`src/rtl/alu_issue_ctrl.sv`:
```
// rtl/alu_issue_ctrl.sv - multi-cycle RV32I issue controller for a registered ALU
// Optional branch decode and out_taken port: `define ALU_ISSUE_BRANCH_EN
module alu_issue_ctrl #(
  parameter logic [3:0] IDLE_CTR = 4'b0000
) (
  input  logic        clk,
  input  logic        resetn,
  input  logic        in_valid,
  output logic        in_ready,
  input  logic [31:0] in_instr,
  input  logic [31:0] in_pc,
  input  logic [31:0] in_rs1_val,
  input  logic [31:0] in_rs2_val,
  output logic [3:0]  ALU_ctr,
  output logic [31:0] ALU_srcA,
  output logic [31:0] ALU_srcB,
  input  logic [31:0] ALU_resp,
  output logic        out_valid,
  input  logic        out_ready,
  output logic [31:0] out_result,
  output logic [4:0]  out_rd,
  output logic        out_we,
  output logic        out_illegal
`ifdef ALU_ISSUE_BRANCH_EN
  ,
  output logic        out_taken
`endif
);

  localparam logic [1:0] S_IDLE  = 2'd0;
  localparam logic [1:0] S_ISSUE = 2'd1;
  localparam logic [1:0] S_WAIT  = 2'd2;
  localparam logic [1:0] S_DONE  = 2'd3;

  localparam logic [3:0] OP_ADD  = 4'd0;
  localparam logic [3:0] OP_SUB  = 4'd1;
  localparam logic [3:0] OP_AND  = 4'd2;
  localparam logic [3:0] OP_OR   = 4'd3;
  localparam logic [3:0] OP_XOR  = 4'd4;
  localparam logic [3:0] OP_SLL  = 4'd5;
  localparam logic [3:0] OP_SRL  = 4'd6;
  localparam logic [3:0] OP_SLT  = 4'd7;
  localparam logic [3:0] OP_SRA  = 4'd14;
  localparam logic [3:0] OP_SLTU = 4'd15;

  localparam logic [6:0] OPC_R     = 7'b0110011;
  localparam logic [6:0] OPC_I     = 7'b0010011;
  localparam logic [6:0] OPC_LUI   = 7'b0110111;
  localparam logic [6:0] OPC_AUIPC = 7'b0010111;
  localparam logic [6:0] OPC_BR    = 7'b1100011;

  logic [1:0]  r_state;
  logic [3:0]  r_ctr;
  logic [31:0] r_a;
  logic [31:0] r_b;
  logic [4:0]  r_rd;
  logic        r_we;
  logic [31:0] r_out_result;
  logic [4:0]  r_out_rd;
  logic        r_out_we;
  logic        r_out_illegal;

  logic        w_legal;
  logic        w_is_br;
  logic [3:0]  w_ctr;
  logic [31:0] w_a;
  logic [31:0] w_b;
  logic        w_we;

  wire [6:0] w_opc   = in_instr[6:0];
  wire [2:0] w_f3    = in_instr[14:12];
  wire [6:0] w_f7    = in_instr[31:25];
  wire [4:0] w_rd    = in_instr[11:7];
  wire [31:0] w_imm_i = {{20{in_instr[31]}}, in_instr[31:20]};
  wire [31:0] w_imm_u = {in_instr[31:12], 12'b0};
  wire [31:0] w_shamt = {27'b0, in_instr[24:20]};
  wire        w_unused_rs1_field = ^in_instr[19:15];

  function automatic logic [3:0] f_base_op(input logic [2:0] f3);
    case (f3)
      3'b000:  f_base_op = OP_ADD;
      3'b001:  f_base_op = OP_SLL;
      3'b010:  f_base_op = OP_SLT;
      3'b011:  f_base_op = OP_SLTU;
      3'b100:  f_base_op = OP_XOR;
      3'b101:  f_base_op = OP_SRL;
      3'b110:  f_base_op = OP_OR;
      default: f_base_op = OP_AND;
    endcase
  endfunction

  always_comb begin
    w_legal = 1'b0;
    w_is_br = 1'b0;
    w_ctr   = OP_ADD;
    w_a     = in_rs1_val;
    w_b     = in_rs2_val;
    case (w_opc)
      OPC_R: begin
        if (w_f7 == 7'b0000000) begin
          w_legal = 1'b1;
          w_ctr   = f_base_op(w_f3);
        end else if (w_f7 == 7'b0100000 && w_f3 == 3'b000) begin
          w_legal = 1'b1;
          w_ctr   = OP_SUB;
        end else if (w_f7 == 7'b0100000 && w_f3 == 3'b101) begin
          w_legal = 1'b1;
          w_ctr   = OP_SRA;
        end
      end
      OPC_I: begin
        w_b = w_imm_i;
        // Shift-immediates hand the ALU just the 5-bit shamt, not the funct7 bits.
        if (w_f3 == 3'b001) begin
          w_b     = w_shamt;
          w_ctr   = OP_SLL;
          w_legal = (w_f7 == 7'b0000000);
        end else if (w_f3 == 3'b101) begin
          w_b     = w_shamt;
          w_ctr   = (w_f7 == 7'b0100000) ? OP_SRA : OP_SRL;
          w_legal = (w_f7 == 7'b0000000) || (w_f7 == 7'b0100000);
        end else begin
          w_ctr   = f_base_op(w_f3);
          w_legal = 1'b1;
        end
      end
      OPC_LUI: begin
        w_legal = 1'b1;
        w_a     = 32'b0;
        w_b     = w_imm_u;
      end
      OPC_AUIPC: begin
        w_legal = 1'b1;
        w_a     = in_pc;
        w_b     = w_imm_u;
      end
`ifdef ALU_ISSUE_BRANCH_EN
      OPC_BR: begin
        w_is_br = 1'b1;
        case (w_f3)
          3'b000, 3'b001: begin w_legal = 1'b1; w_ctr = OP_SUB;  end
          3'b100, 3'b101: begin w_legal = 1'b1; w_ctr = OP_SLT;  end
          3'b110, 3'b111: begin w_legal = 1'b1; w_ctr = OP_SLTU; end
          default:        w_legal = 1'b0;
        endcase
      end
`endif
      default: w_legal = 1'b0;
    endcase
  end

  assign w_we = (w_rd != 5'd0) && !w_is_br;

`ifdef ALU_ISSUE_BRANCH_EN
  logic       r_is_br;
  logic [2:0] r_f3;
  logic       r_out_taken;
  logic       w_taken;

  always_comb begin
    w_taken = 1'b0;
    case (r_f3)
      3'b000:         w_taken = (ALU_resp == 32'd0);
      3'b001:         w_taken = (ALU_resp != 32'd0);
      3'b100, 3'b110: w_taken = ALU_resp[0];
      3'b101, 3'b111: w_taken = !ALU_resp[0];
      default:        w_taken = 1'b0;
    endcase
  end

  always_ff @(posedge clk or negedge resetn) begin
    if (!resetn) begin
      r_is_br     <= 1'b0;
      r_f3        <= 3'b0;
      r_out_taken <= 1'b0;
    end else if (r_state == S_IDLE && in_valid) begin
      r_is_br     <= w_is_br && w_legal;
      r_f3        <= w_f3;
      r_out_taken <= 1'b0;
    end else if (r_state == S_WAIT) begin
      r_out_taken <= r_is_br && w_taken;
    end
  end

  assign out_taken = r_out_taken;
`endif

  always_ff @(posedge clk or negedge resetn) begin
    if (!resetn) begin
      r_state       <= S_IDLE;
      r_ctr         <= OP_ADD;
      r_a           <= 32'b0;
      r_b           <= 32'b0;
      r_rd          <= 5'b0;
      r_we          <= 1'b0;
      r_out_result  <= 32'b0;
      r_out_rd      <= 5'b0;
      r_out_we      <= 1'b0;
      r_out_illegal <= 1'b0;
    end else begin
      case (r_state)
        S_IDLE: begin
          if (in_valid) begin
            r_ctr <= w_ctr;
            r_a   <= w_a;
            r_b   <= w_b;
            r_rd  <= w_rd;
            r_we  <= w_we;
            if (w_legal) begin
              r_state <= S_ISSUE;
            end else begin
              r_state       <= S_DONE;
              r_out_result  <= 32'b0;
              r_out_rd      <= w_rd;
              r_out_we      <= 1'b0;
              r_out_illegal <= 1'b1;
            end
          end
        end
        S_ISSUE: r_state <= S_WAIT;
        S_WAIT: begin
          r_state       <= S_DONE;
          r_out_result  <= ALU_resp;
          r_out_rd      <= r_rd;
          r_out_we      <= r_we;
          r_out_illegal <= 1'b0;
        end
        default: begin
          if (out_ready) r_state <= S_IDLE;
        end
      endcase
    end
  end

  // Operands are only presented during ISSUE so the ALU never sees stale data.
  assign ALU_ctr     = (r_state == S_ISSUE) ? r_ctr : IDLE_CTR;
  assign ALU_srcA    = (r_state == S_ISSUE) ? r_a : 32'b0;
  assign ALU_srcB    = (r_state == S_ISSUE) ? r_b : 32'b0;
  assign in_ready    = (r_state == S_IDLE);
  assign out_valid   = (r_state == S_DONE);
  assign out_result  = r_out_result;
  assign out_rd      = r_out_rd;
  assign out_we      = r_out_we;
  assign out_illegal = r_out_illegal;

endmodule

```
`config.mk`:
```
export PLATFORM = sky130hd
export DESIGN_NAME = alu_issue_ctrl
export DESIGN_NICKNAME = d
export VERILOG_FILES = /design/src/rtl/alu_issue_ctrl.sv
export SDC_FILE = /design/constraint.sdc
export NUM_CORES = 1
export LEC_CHECK = 0
export CAP_MARGIN = 10
export CORE_ASPECT_RATIO = 1.4
export CORE_UTILIZATION = 36
export DETAILED_ROUTE_END_ITERATION = 10
export PLACE_DENSITY = 0.8
export SLEW_MARGIN = 20
export SYNTH_ARGS = -nofsm -noshare
export SYNTH_HDL_FRONTEND = slang
export SYNTH_SLANG_ARGS = --single-unit
```
`constraint.sdc`:
```
create_clock -name clk -period 6.2 [get_ports clk]
set_input_delay 1.24 -clock clk [delete_from_list [all_inputs] [get_ports clk]]
set_output_delay 1.24 -clock clk [all_outputs]
set_load 0.05 [all_outputs]
```
==> flow_summary.yaml <==
die:
  io_pins: 273
  die_area_um2: 16300
  die_width_um: 108
  fp.dieH_um: 151
  initial_utilization_pct: 36.6
  num_rows: 54
  core_um2: 15500
timing:
  rsz0062_at_grt: "false"
  hold_viol: 0
  period_needed_ns: 4.17
  finClkSkew_ns: 0.00611
  worstMarginPinSlew_ns: 1.09
  tns_ns: 0
  relSlewSlack_pct: 26.8
  min_period_over_period_pct: 67.3
  report.final.slew_viol_count: 0
  finalSetupViolations: 0
  fmax_mhz: 240
logic_synthesis:
  synth_top_area_cell: "dfrtp_1"
  ys_seq_elements: 115
  syn_nets: 774
  synthesis.area_um2: 5690
  avgSynthCellArea_um2: 9.41
  synth_cells: 605
  synth_area_leaders: "dfrtp_1, and2_1, nor2_1"
  synth_top_area_share_pct: 50.6
  yosysUniqueCellTypes: 39
  ys_seq_area_share_pct: 50.6
  yosysWarnings: 0
status:
  outcome: "complete, no violations"
clock_network:
  hold_buffers: 0
  cts_setup_buffers: 0
  root_buffer: "clkbuf_16"
  clock-sinks: 115
  cts_tree: "done"
  cts_buffer_depth: 2
  cts_htree_levels: 4
  clkTransAtPathRegs_ns: 0.05
  cts_buffers: 17
  cts_resized: 0
  clk-insertion-delay-late_ns: 0.42
detailed_routing:
  drc_errors: 0
  vias_per_cell: 5.18
  wirelength_um: 18300
  vias: 5497
  drtPass1Iterations: 5
  detail-route-antenna-nets: 0
  wl_per_cell_um: 17.2
  drt_iter0_markers: 334
critical_path:
  path_class: "flip-flop to output port"
  crit_fanout: 69
  cp_top_family: "buffers and inverters"
  crit_buf_inv: 2
  cp-start-kind: "flip-flop"
  slowest_delay_ns: 0.86
  end_kind: "output port"
  crit_arrival_ns: 2.93
  path_cells: "inv_1 -> ha_2 -> and2_1 -> clkdlybuf4s50_1"
  slowest_stage: "ha_2"
  worstPathRequired_ns: 4.96
placement:
  dp_hpwl_um: 12800
  placed_cell_area_um2: 8480
  io_buffers: 272
  gp_congestion: 0.854
power_and_ir_drop:
  p_int_uw: 2740
  finalPower_uw: 5000
  comb_power_share_pct: 54.3
  power_frac_seq_pct: 25.5
  power_density_nw_per_um2: 550
  p_leak_uw: 0.00379
  clkPwrFrac_pct: 20.1
  ir_drop_v: 0.000276
  p_sw_uw: 2270
  p_sw_share_pct: 45.3
min_path:
  hold_path_class: "flip-flop to flip-flop"
cells_and_area:
  stdcell_area_um2: 9090
  drive_gt1_share_pct: 6.47
  multi_input_area_um2: 2570
  seq_area_um2: 2880
  syn2layout_area_growth_pct: 59.8
  fill_cells: 1340
  nets: 1021
global_routing:
  grt_max_degree: 69
  grt_antenna_before_repair: 0
  grt_pass1_wl_um: 28000
  grt_usage_pct: 22.6
  overflow: 0
  grt_pass1_vias: 5401
job:
  drv_cap: 0
[per-layer routing]
metal	track usage [%]	routed length [µm]	vias up
met2	38.4	9360	227
li1	-	-	2617
met5	0	0	-
met3	5.32	1130	48
met4	12.5	714	0
met1	26.1	7090	2605
[worst paths after layout]
check                      startpoint             end  slack (ns)  cells past startpoint
max                        r_state[1]     ALU_srcB[1]        2.03                      4
max in group asynchronous      resetn         r_rd[1]        4.02                      2
max reg2reg                r_state[0]       out_rd[2]        3.19                      7
min in group asynchronous      resetn  out_result[21]        0.87                      1
min reg2reg                   r_rd[4]         r_rd[4]        0.48                      2
min                           r_rd[4]         r_rd[4]        0.48                      2
[worst reg2reg max path, stage by stage, from the launching register on]
cell and delay [ns]:
dfrtp_1 0.44, inv_1 0.09, ha_1 0.35, nand2_1 0.61
nor2_1 0.19, a32oi_4 0.33, o211a_4 0.49, mux2_1 0.38
[area by class of cell]
| cell class | instances | area share, % |
|---|---|---|
| diodes | 1 | 0.0275 |
| clock buffers | 19 | 4.98 |
| clock inverters | 13 | 1.73 |
| inverters | 7 | 0.289 |
| multi-input cells | 433 | 28.2 |
| flip-flops and latches | 115 | 31.6 |
| well taps | 196 | 2.70 |
| repair buffers | 278 | 30.4 |
[flip-flops by register name (all words and copies together) (netlist names)]
name / flops
out_result: 32
r_a: 32
r_b: 32
out_rd: 5
r_rd: 5
r_ctr: 4
r_state: 2
out_illegal: 1
out_we: 1
r_we: 1
[cells in the final DEF (no fill, tap or decap), types with 2 or more instances in the layout]
| cell | count |
|---|---|
| clkdlybuf4s50_1 | 271 |
| dfrtp_1 | 115 |
| nor2_1 | 88 |
| and2_1 | 69 |
| nand2_1 | 62 |
| a31oi_1 | 36 |
| nand3_1 | 34 |
| a22o_1 | 32 |
| a21oi_1 | 29 |
| a22oi_1 | 20 |
| clkbuf_16 | 17 |
| a221oi_1 | 11 |
| buf_4 | 7 |
| inv_1 | 6 |
| o21ai_0 | 6 |
| mux2_2 | 5 |
| mux2_1 | 5 |
| ha_1 | 4 |
| clkinv_2 | 4 |
| clkinvlp_4 | 4 |
| nand2b_1 | 3 |
| nor3_1 | 3 |
| a21o_1 | 3 |
| bufinv_16 | 3 |
| nor4b_4 | 2 |
| mux2i_1 | 2 |
| and3_1 | 2 |
| o31ai_1 | 2 |
| nor4_1 | 2 |
| clkbuf_8 | 2 |
[synthesized netlist by cell type]
| cell type | number |
|---|---|
| a2111oi_0 | 1 |
| a211o_1 | 1 |
| a21boi_0 | 1 |
| a21o_1 | 3 |
| a21oi_1 | 29 |
| a221oi_1 | 11 |
| a22o_1 | 32 |
| a22oi_1 | 20 |
| a31oi_1 | 36 |
| a31oi_2 | 1 |
| a32oi_4 | 1 |
| and2_1 | 70 |
| and3_1 | 2 |
| buf_1 | 5 |
| buf_2 | 11 |
| buf_4 | 1 |
| buf_6 | 3 |
| clkbuf_1 | 30 |
| dfrtp_1 | 115 |
| ha_1 | 5 |
| inv_1 | 6 |
| inv_2 | 1 |
| mux2_1 | 5 |
| mux2_2 | 5 |
| mux2i_1 | 2 |
| nand2_1 | 62 |
| nand2b_1 | 3 |
| nand3_1 | 34 |
| nand3_2 | 1 |
| nor2_1 | 89 |
| nor3_1 | 3 |
| nor4_1 | 2 |
| nor4b_4 | 2 |
| o211a_4 | 1 |
| o211ai_1 | 1 |
| o21ai_0 | 6 |
| o31ai_1 | 2 |
| or2_2 | 1 |
| or3_4 | 1 |
[per-stage QoR]
stage               hold WS [ns]  setup WS [ns]  instances  utilization [%]
floorplan                  0.440           3.41        605                -
global placement           0.464           2.40       1029             54.6
detailed placement         0.461           2.35       1029             54.6
CTS                        0.484           2.00       1061             58.5
global route               0.513           1.89       1061             58.5
finish                     0.482           2.03       1062             58.5
[kinds of logic after synthesis]
family | Yosys count | share of synthesized area, %
buf+inv | 57 | 4.46
mux | 12 | 2.33
flops | 115 | 50.6
fa+ha+maj | 5 | 1.10
compound gates | 146 | 18.5
simple gates | 270 | 23.0
[power groups by stage]
stage / Clock [µW] / Combinational [µW] / Sequential (µW)
after global placement: 0 / 2700 / 1270
after detailed placement: 0 / 2730 / 1280
after global routing: 1060 / 2880 / 1320
after CTS: 1030 / 2740 / 1280
final: 1010 / 2720 / 1280
after floorplan: 0 / 1520 / 1610
Power figures use the tool's default switching activity.
